`config.mk`:
```
export PLATFORM = sky130hd
export DESIGN_NAME = iterative_vector_dot_product
export DESIGN_NICKNAME = d
export VERILOG_FILES = /design/src/rtl/iterative_vector_dot_product.sv
export SDC_FILE = /design/constraint.sdc
export NUM_CORES = 2
export LEC_CHECK = 0
export BUFFER_PORTS_ARGS = -buffer_cell sky130_fd_sc_hd__buf_2
export CORE_ASPECT_RATIO = 2
export CORE_UTILIZATION = 50
export CTS_BUF_LIST = sky130_fd_sc_hd__clkbuf_8
export CTS_CLUSTER_DIAMETER = 50
export DETAILED_ROUTE_END_ITERATION = 8
export GPL_ROUTABILITY_DRIVEN = 0
export PLACE_DENSITY = 0.67
export SYNTH_ARGS = -nofsm -noshare
export SYNTH_HDL_FRONTEND = slang
export SYNTH_SLANG_ARGS = --single-unit
```
`constraint.sdc`:
```
create_clock -name clock -period 16.03 [get_ports clock]
set_input_delay 1.603 -clock clock [delete_from_list [all_inputs] [get_ports clock]]
set_output_delay 1.603 -clock clock [all_outputs]
set_load 0.01 [all_outputs]
```
`src/rtl/iterative_vector_dot_product.sv`:
```
// Serial Q16.16 dot product (sum lhs[i]*rhs[i] + bias) on one shared multi-cycle FMA; result held until output_ready.
// Latency 1 + N*(1+T) cycles from the accept cycle to output_valid; input_ready low while busy, no queuing.

module slow_fp_fused_multiply_add #(
    parameter int latency = 4
) (
    input  logic        clock,
    input  logic        reset,
    input  logic        input_valid,
    output logic        input_ready,
    input  logic [31:0] a,
    input  logic [31:0] b,
    input  logic [31:0] c,
    input  logic [1:0]  opcode,
    output logic        output_valid,
    output logic [31:0] r
);
    localparam int CW = (latency > 1) ? $clog2(latency + 1) : 1;

    logic [CW-1:0] cnt_q, cnt_d;
    logic [31:0]   res_q, res_d;
    logic signed [63:0] prod, term, sum;
    logic [31:0]   sat;

    // opcode bit 0 negates the product, bit 1 negates the addend; product truncates toward -inf
    always_comb begin
        prod = 64'(signed'(a)) * 64'(signed'(b));
        term = prod >>> 16;
        if (opcode[0]) term = -term;
        sum = opcode[1] ? (term - 64'(signed'(c))) : (term + 64'(signed'(c)));
        if (sum > 64'sd2147483647)       sat = 32'h7fff_ffff;
        else if (sum < -64'sd2147483648) sat = 32'h8000_0000;
        else                             sat = sum[31:0];
    end

    assign input_ready  = (cnt_q == '0);
    assign output_valid = (cnt_q == CW'(1));
    assign r            = res_q;

    always_comb begin
        cnt_d = cnt_q;
        res_d = res_q;
        if (input_valid && input_ready) begin
            cnt_d = CW'(latency);
            res_d = sat;
        end else if (cnt_q != '0) begin
            cnt_d = cnt_q - CW'(1);
        end
    end

    always_ff @(posedge clock) begin
        if (reset) begin
            cnt_q <= '0;
            res_q <= '0;
        end else begin
            cnt_q <= cnt_d;
            res_q <= res_d;
        end
    end
endmodule

module iterative_vector_dot_product #(
    parameter int dimensions       = 3,
    parameter int multiply_latency = 32 / 8
) (
    input  logic                         clock,
    input  logic                         reset,
    input  logic                         input_valid,
    output logic                         input_ready,
    input  logic [dimensions*32-1:0]     lhs,
    input  logic [dimensions*32-1:0]     rhs,
    input  logic [31:0]                  bias,
    input  logic                         use_bias,
    output logic                         output_valid,
    input  logic                         output_ready,
    output logic [31:0]                  dot_product,
    output logic                         busy
);
    localparam int IDX_W = (dimensions > 1) ? $clog2(dimensions) : 1;
    localparam logic [1:0] FMA_OPCODE_POS_A_POS_C = 2'b00;

    typedef enum logic [1:0] {IDLE, ISSUE, WAIT, DONE} state_t;

    state_t state_q, state_d;
    logic [dimensions-1:0][31:0] lhs_q, lhs_d, rhs_q, rhs_d;
    logic [31:0]      acc_q, acc_d, dot_q, dot_d;
    logic [IDX_W-1:0] idx_q, idx_d;

    logic        fma_in_vld, fma_in_rdy, fma_out_vld;
    logic [31:0] fma_r;

    slow_fp_fused_multiply_add #(.latency(multiply_latency)) u_fma (
        .clock        (clock),
        .reset        (reset),
        .input_valid  (fma_in_vld),
        .input_ready  (fma_in_rdy),
        .a            (lhs_q[idx_q]),
        .b            (rhs_q[idx_q]),
        .c            (acc_q),
        .opcode       (FMA_OPCODE_POS_A_POS_C),
        .output_valid (fma_out_vld),
        .r            (fma_r)
    );

    always_comb begin
        state_d    = state_q;
        lhs_d      = lhs_q;
        rhs_d      = rhs_q;
        acc_d      = acc_q;
        dot_d      = dot_q;
        idx_d      = idx_q;
        fma_in_vld = 1'b0;
        unique case (state_q)
            IDLE: begin
                if (input_valid) begin
                    lhs_d   = lhs;
                    rhs_d   = rhs;
                    acc_d   = use_bias ? bias : 32'h0;
                    idx_d   = '0;
                    state_d = ISSUE;
                end
            end
            ISSUE: begin
                fma_in_vld = fma_in_rdy;
                if (fma_in_rdy) state_d = WAIT;
            end
            WAIT: begin
                // FMA results arriving in any other state are dropped
                if (fma_out_vld) begin
                    acc_d = fma_r;
                    if (idx_q == IDX_W'(dimensions - 1)) begin
                        dot_d   = fma_r;
                        state_d = DONE;
                    end else begin
                        idx_d   = idx_q + IDX_W'(1);
                        state_d = ISSUE;
                    end
                end
            end
            DONE: begin
                if (output_ready) state_d = IDLE;
            end
            default: state_d = IDLE;
        endcase
    end

    always_ff @(posedge clock) begin
        if (reset) begin
            state_q <= IDLE;
            lhs_q   <= '0;
            rhs_q   <= '0;
            acc_q   <= '0;
            dot_q   <= '0;
            idx_q   <= '0;
        end else begin
            state_q <= state_d;
            lhs_q   <= lhs_d;
            rhs_q   <= rhs_d;
            acc_q   <= acc_d;
            dot_q   <= dot_d;
            idx_q   <= idx_d;
        end
    end

    assign input_ready  = (state_q == IDLE);
    assign output_valid = (state_q == DONE);
    assign busy         = (state_q != IDLE);
    assign dot_product  = dot_q;
endmodule

```
== Yosys cells after proc, flatten, opt, wreduce, memory -nomap -nowiden ==
Index checks and enable logic that the tools add are counted.

* Bits in writable memories: 0
* Input bits: 229
* Bits in registers: 295
* Output and inout bits: 35
* ROM bits: 0
* Latch bits: 0
* Word-level logic and storage cells: 66
* Memories kept: 0

* Mux-type cells: 23
* Reductions and logical operators: 13
* Shifts and indexed selects: 0
* Bitwise gates (word level): 0
* Divide/modulo/power cells: 0
* $lt $le $gt $ge: 3
* Multipliers: 1
* Equal/unequal tests: 10
* $add $sub $neg: 3

{| class="wikitable"
|+ Operators by type and width
! cell !! count
|-
| $mux 32 || 7
|-
| $bmux 32 s2 || 2
|-
| $gt 64x32->1 const B || 1
|-
| $lt 64x32->1 const B || 1
|-
| $mul 32x32->64 || 1
|-
| $pmux 32 s2 || 1
|-
| $add 48x32->49 || 1
|-
| $mux 2 || 8
|-
| $ne 2x2->1 const B || 4
|-
| $pmux 2 s4 || 1
|-
| $reduce_and 4->1 || 2
|-
| $eq 2x2->1 const B || 3
|-
| $mux 3 || 2
|-
| $reduce_and 3->1 || 2
|-
| $reduce_bool 2->1 || 3
|-
| $pmux 2 s2 || 1
|-
| $eq 3x1->1 const B || 1
|-
| $logic_not 3->1 || 1
|-
| $lt 2x3->1 const B || 1
|-
| $reduce_bool 3->1 || 1
|-
| $sub 3x1->3 const B || 1
|-
| $add 2x1->2 const B || 1
|-
| $eq 2x1->1 const B || 1
|-
| $logic_not 2->1 || 1
|-
| 5 further kinds || 5
|}

== Logic depth before layout (Yosys ltp) ==
* Depth in word-level cells: 7
* Gate-level depth with buffers: 50
* Mapped depth without buffers: 46

== Modules after synthesis ==
A second synthesis with hierarchy kept.

* Cells, all modules: 6662
* Area total of the unflattened synthesis: 56118.8 sq um

{| class="wikitable"
|+ Modules (own cells, without submodules)
! module !! times used !! cells an instance !! area each (sq um) !! sequential area each (sq um)
|-
| slow_fp_fused_multiply_add || 1 || 5290 || 45308.5 || 700.7
|-
| iterative_vector_dot_product || 1 || 1372 || 10810.4 || 5205.0
|}

== Worst setup path after synthesis ==
Ideal clock, no wire load.

* Kind: register -> register
* From: register idx_q[0]
* To: register u_fma.res_q[11], in the netlist u_fma.r[11]
* Period minus slack after synthesis: 12247 ps
* Path buffers: 6
* Required time: 15890 ps
* Cell stages (with the launch flop): 47
* Data arrival time: 12107 ps
* Setup slack: 3783 ps
* Library setup time: 140 ps
* Path through: dfxtp_1 > buf_4 > buf_1 > buf_1 > clkbuf_1 > o22a_1 > clkbuf_1 > nor2_1 > fa_1 > fa_1 > inv_1 > fa_1 > fa_1 > inv_1 > fa_1 > fa_1 > fa_1 > fa_1 > (+11 left out) > o21ai_0 > a21oi_1 > xnor2_1 > ha_1 > a21o_1 > a21o_1 > a21o_1 > a21o_1 > a21oi_1 > nor2_1 > o21a_1 > a211oi_2 > xnor2_1 > a2111oi_2 > nand4_1 > a2111oi_4 > buf_6 > o32ai_2

* Longest elaborated chain between the ends: 7
* Elaborated cells on any way between the ends: 10
* Those cells by class: add/sub: 1; mul: 1; order compare: 2; mux: 6

{| class="wikitable"
|+ Ends and longest elaborated chain
! what !! RTL line !! source
|-
| start, declared || 87 || <nowiki>logic [IDX_W-1:0] idx_q, idx_d;</nowiki>
|-
| start signal, assigned || 161 || <nowiki>idx_q <= idx_d;</nowiki>
|-
| $bmux 32 s2 (on tied branches) || 97, 98 ||
|-
| $mux 32 (on tied branches) || 97, 98 ||
|-
| $mul 32x32->64 * || 27 || <nowiki>prod = 64'(signed'(a)) * 64'(signed'(b));</nowiki>
|-
| $add 48x32->49 * || 30 || <nowiki>sum = opcode[1] ? (term - 64'(signed'(c))) : (term + 64'(signed'(c)));</nowiki>
|-
| $lt 64x32->1 || 32 || <nowiki>else if (sum < -64'sd2147483648) sat = 32'h8000_0000;</nowiki>
|-
| $mux 32 || 32 ||
|-
| $mux 32 * || 31 || <nowiki>if (sum > 64'sd2147483647) sat = 32'h7fff_ffff;</nowiki>
|-
| end signal, assigned || 57 || <nowiki>res_q <= res_d;</nowiki>
|-
| end, declared || 21 || <nowiki>logic [31:0] res_q, res_d;</nowiki>
|}

Every way passes the cells marked *; elsewhere a longest branch is shown, timed or not. The select of a mux whose other input is x is not followed.
A chain may end at the register's enable or synchronous reset.

== Worst setup path in the final report ==
Ends and elaborated chain as after synthesis.

==> run_results.csv <==
group,metric,value,unit
route,firstDrtPassIters,8,
floorplanning,io_pins,264,
worst_setup_path,cp.required,16500,ps
layout,nNetsFinal,7558,
placement,place_area,0.0532,mm2
hold_path,hp-class,"reg -> reg",
global_route,busiest_layer,"met2",
floorplanning,dieArea,0.102,mm2
layout,stdcell_area,0.0542,mm2
floorplanning,rows,164,
worst_setup_path,cpMostUsedCell,"fa_1",
worst_setup_path,crit_arrival,15570,ps
route,drt_iter0_markers,3126,
logic_synthesis,synth_edf_count,0,
pwr,power_leakage,0.0253,uW
sta,min_period_over_period,94.2,%
floorplanning,coreArea,0.0999,mm2
worst_setup_path,startpoint_type,"register",
pwr,clockPowerShare,8.4,%
sta,setup_violations,0,
floorplanning,die_w,226,um
floorplanning,die_h,451,um
route,wl_per_cell,25.0,um
sta,clock.fmax,0.0662,GHz
logic_synthesis,synth_cells,5915,
worst_setup_path,path_max_fanout,61,
clock_tree,holdBufCountCts,0,
sta,fin_hold_ws,451,ps
route,drc_errors,0,
clock_tree,h-tree-depth,2,
pwr,intPower,3460,uW
logic_synthesis,synthesis.nets,7462,
floorplanning,start_util,50.4,%
global_route,grt_pass1_vias,47000,
global_route,met3_usage,8.89,%
hold_path,min_path_cells,2,
sta,drv_slew,0,
global_route,grt_pass1_wl,278,mm
logic_synthesis,synth.top_cell.area_share,43.0,%
pwr,ir_worst_vdd,0.487,mV
global_route,antenna_found_initial,13,
route,totalWireLength,184,mm
logic_synthesis,avgSynthCellArea,8.52,um2
logic_synthesis,yosys.area.top_type,"fa_1",
global_route,use_met1,35.5,%
sta,finClkSkew,57.7,ps
sta,rsz0062_at_grt,"false",
logic_synthesis,synth_warnings,0,
worst_setup_path,slowest_stage,"o22ai_1",
clock_tree,clk_pin_slew_worst_paths,60,ps
global_route,grt_overflow,0,
worst_setup_path,critical_path_class,"reg -> reg",
status,status,"finished clean",
clock_tree,clock_latency,660,ps
logic_synthesis,synthFlopType,"dfxtp_1",
clock_tree,post_cts.repair.setup_buffers,0,
route,drtAntennaViolNets,0,
layout,final_common_cell,"fa_1",
flow_run,drv_cap,0,
sta,hold_violations,0,
logic_synthesis,synth_area_leaders,"fa_1 43%, dfxtp_1 12%, nand2_1 7.8%",
pwr,p_per_area,151,mW/mm2
layout,layout_common_cells,"1082 x fa_1, 1051 x nand2_1, 1029 x inv_1",
sta,setup_tns,0,ps
sta,slew_headroom,7.69,%
sta,post-route-min-period,15100,ps
logic_synthesis,yosysSeqAreaShare,11.7,%
pwr,combPwrFrac,80.4,%
logic_synthesis,synth-async-reset-ratio,0,%
clock_tree,ctsResizeCount,0,
global_route,grt_max_degree,142,
global_route,grt_usage,37.6,%
placement,dpl.hpwl,147,mm
sta,worst_slew_pin_slew,1380,ps
pwr,p_sw,4720,uW
logic_synthesis,netlist-cell-type-count,77,
route,vias_per_cell,5.83,
clock_tree,cts_tree,"built",
logic_synthesis,syn-cell-area,0.0504,mm2
pwr,seqPwrFrac,11.2,%
clock_tree,cts_sinks,295,
placement,port_buffers,263,
worst_setup_path,critPathMaxStageDelay,980,ps
layout,drive_above_1_share,9.20,%
pwr,p_sw_share,57.7,%
route,routed-via-count,43000,
clock_tree,clk_path_buf_depth,3,
logic_synthesis,yosys_register_bits,295,
layout,area.growth.synth_to_final,7.68,%
clock_tree,cts_buffers,48,
worst_setup_path,ff2ff_path_depth,46,
worst_setup_path,worstSetupEndpointType,"register",
global_route,grt_util_met2,65.0,%
clock_tree,root_buffer,"clkbuf_8",
[final timing paths]
check	end	slack, ps	start
worst min register to register	dot_product[1]	450	dot_product[1]
worst max register to register	u_fma.r[11]	930	idx_q[0]
worst min-delay path	dot_product[1]	450	dot_product[1]
worst max-delay path	u_fma.r[11]	930	idx_q[0]
[cells in the mapped netlist (15+ instances only)]
master	number
clkbuf_1	306
nand2_1	1052
o21a_1	23
fa_1	1082
buf_1	31
a311oi_1	34
nor3_1	29
o22a_1	49
mux2i_1	71
nor2_1	717
xor2_1	29
nand3_1	59
nand4_1	15
o21ai_0	52
xnor2_1	67
a21o_1	59
inv_1	1019
dfxtp_1	295
or3_1	36
o22ai_1	50
nand2b_1	36
ha_1	236
o22ai_2	28
a21oi_1	329
nor2b_1	21
[worst max-delay path: cells and delay by family, from the launching register on]
family / cells / cell delay (ps)
simple gates: 4 / 920
compound gates: 22 / 6310
fa+ha+maj: 10 / 4450
xor+xnor: 2 / 270
buf+inv: 7 / 1700
mux: 1 / 170
flops: 1 / 940
[routing by layer]
| metal | share of wire [%] | up-vias |
|---|---|---|
| met2 | 50 | 2385 |
| met4 | 13 | 16 |
| met3 | 8.4 | 1107 |
| li1 | - | 18300 |
| met1 | 29 | 21200 |
| met5 | 0.062 | - |
[state kept, by name (all words and copies together), names as in the netlist]
name         flops
acc_q           32
dot_product     32
idx_q            2
lhs_q           96
rhs_q           96
state_q          2
u_fma.cnt_q      3
u_fma.r         32
[kinds of logic (layout without fill, tap and decap cells)]
kind of cell             Yosys count  in the layout  synth area share [%]
buffers and inverters           1365           1494                  10.3
other                              0              8                     0
AND/OR/NAND/NOR                 2023           2023                  16.2
flip-flops                       295            295                  11.7
multiplexers                      72             72                  1.43
XOR/XNOR                          96             96                  1.67
AO/OA/AOI/OAI                    746            746                  9.86
adder cells (fa/ha/maj)         1318           1318                  48.9
[power groups by stage]
stage / Combinational [uW] / Sequential (uW) / Clock, uW
floorplan: 4370 / 895 / 0
global placement: 6280 / 931 / 0
detailed placement: 6330 / 931 / 0
CTS: 6400 / 917 / 694
global route: 7060 / 929 / 720
finish: 6570 / 920 / 683
[area by class of cell]
class	count	area [um2]
inverter	1019	3820
clock inverter	22	150
fill	9335	45700
sequential	295	5910
tap	1328	1660
timing repair buffer	392	2310
clock buffer	61	840
multi-input combinational	4255	39500
antenna	8	20.0
[per-stage QoR]
step                total power (uW)  util (%)  worst slack (ps)  cells
detailed placement              7260      53.3              1410   7289
global route                    8710      54.3               472   7373
global placement                7210      53.3              1660   7289
finish                          8180      54.3               935   7380
floorplan                       5260         -              3780   5915
CTS                             8010      54.3              1320   7372
No activity file was read; power rests on OpenSTA's default activity.
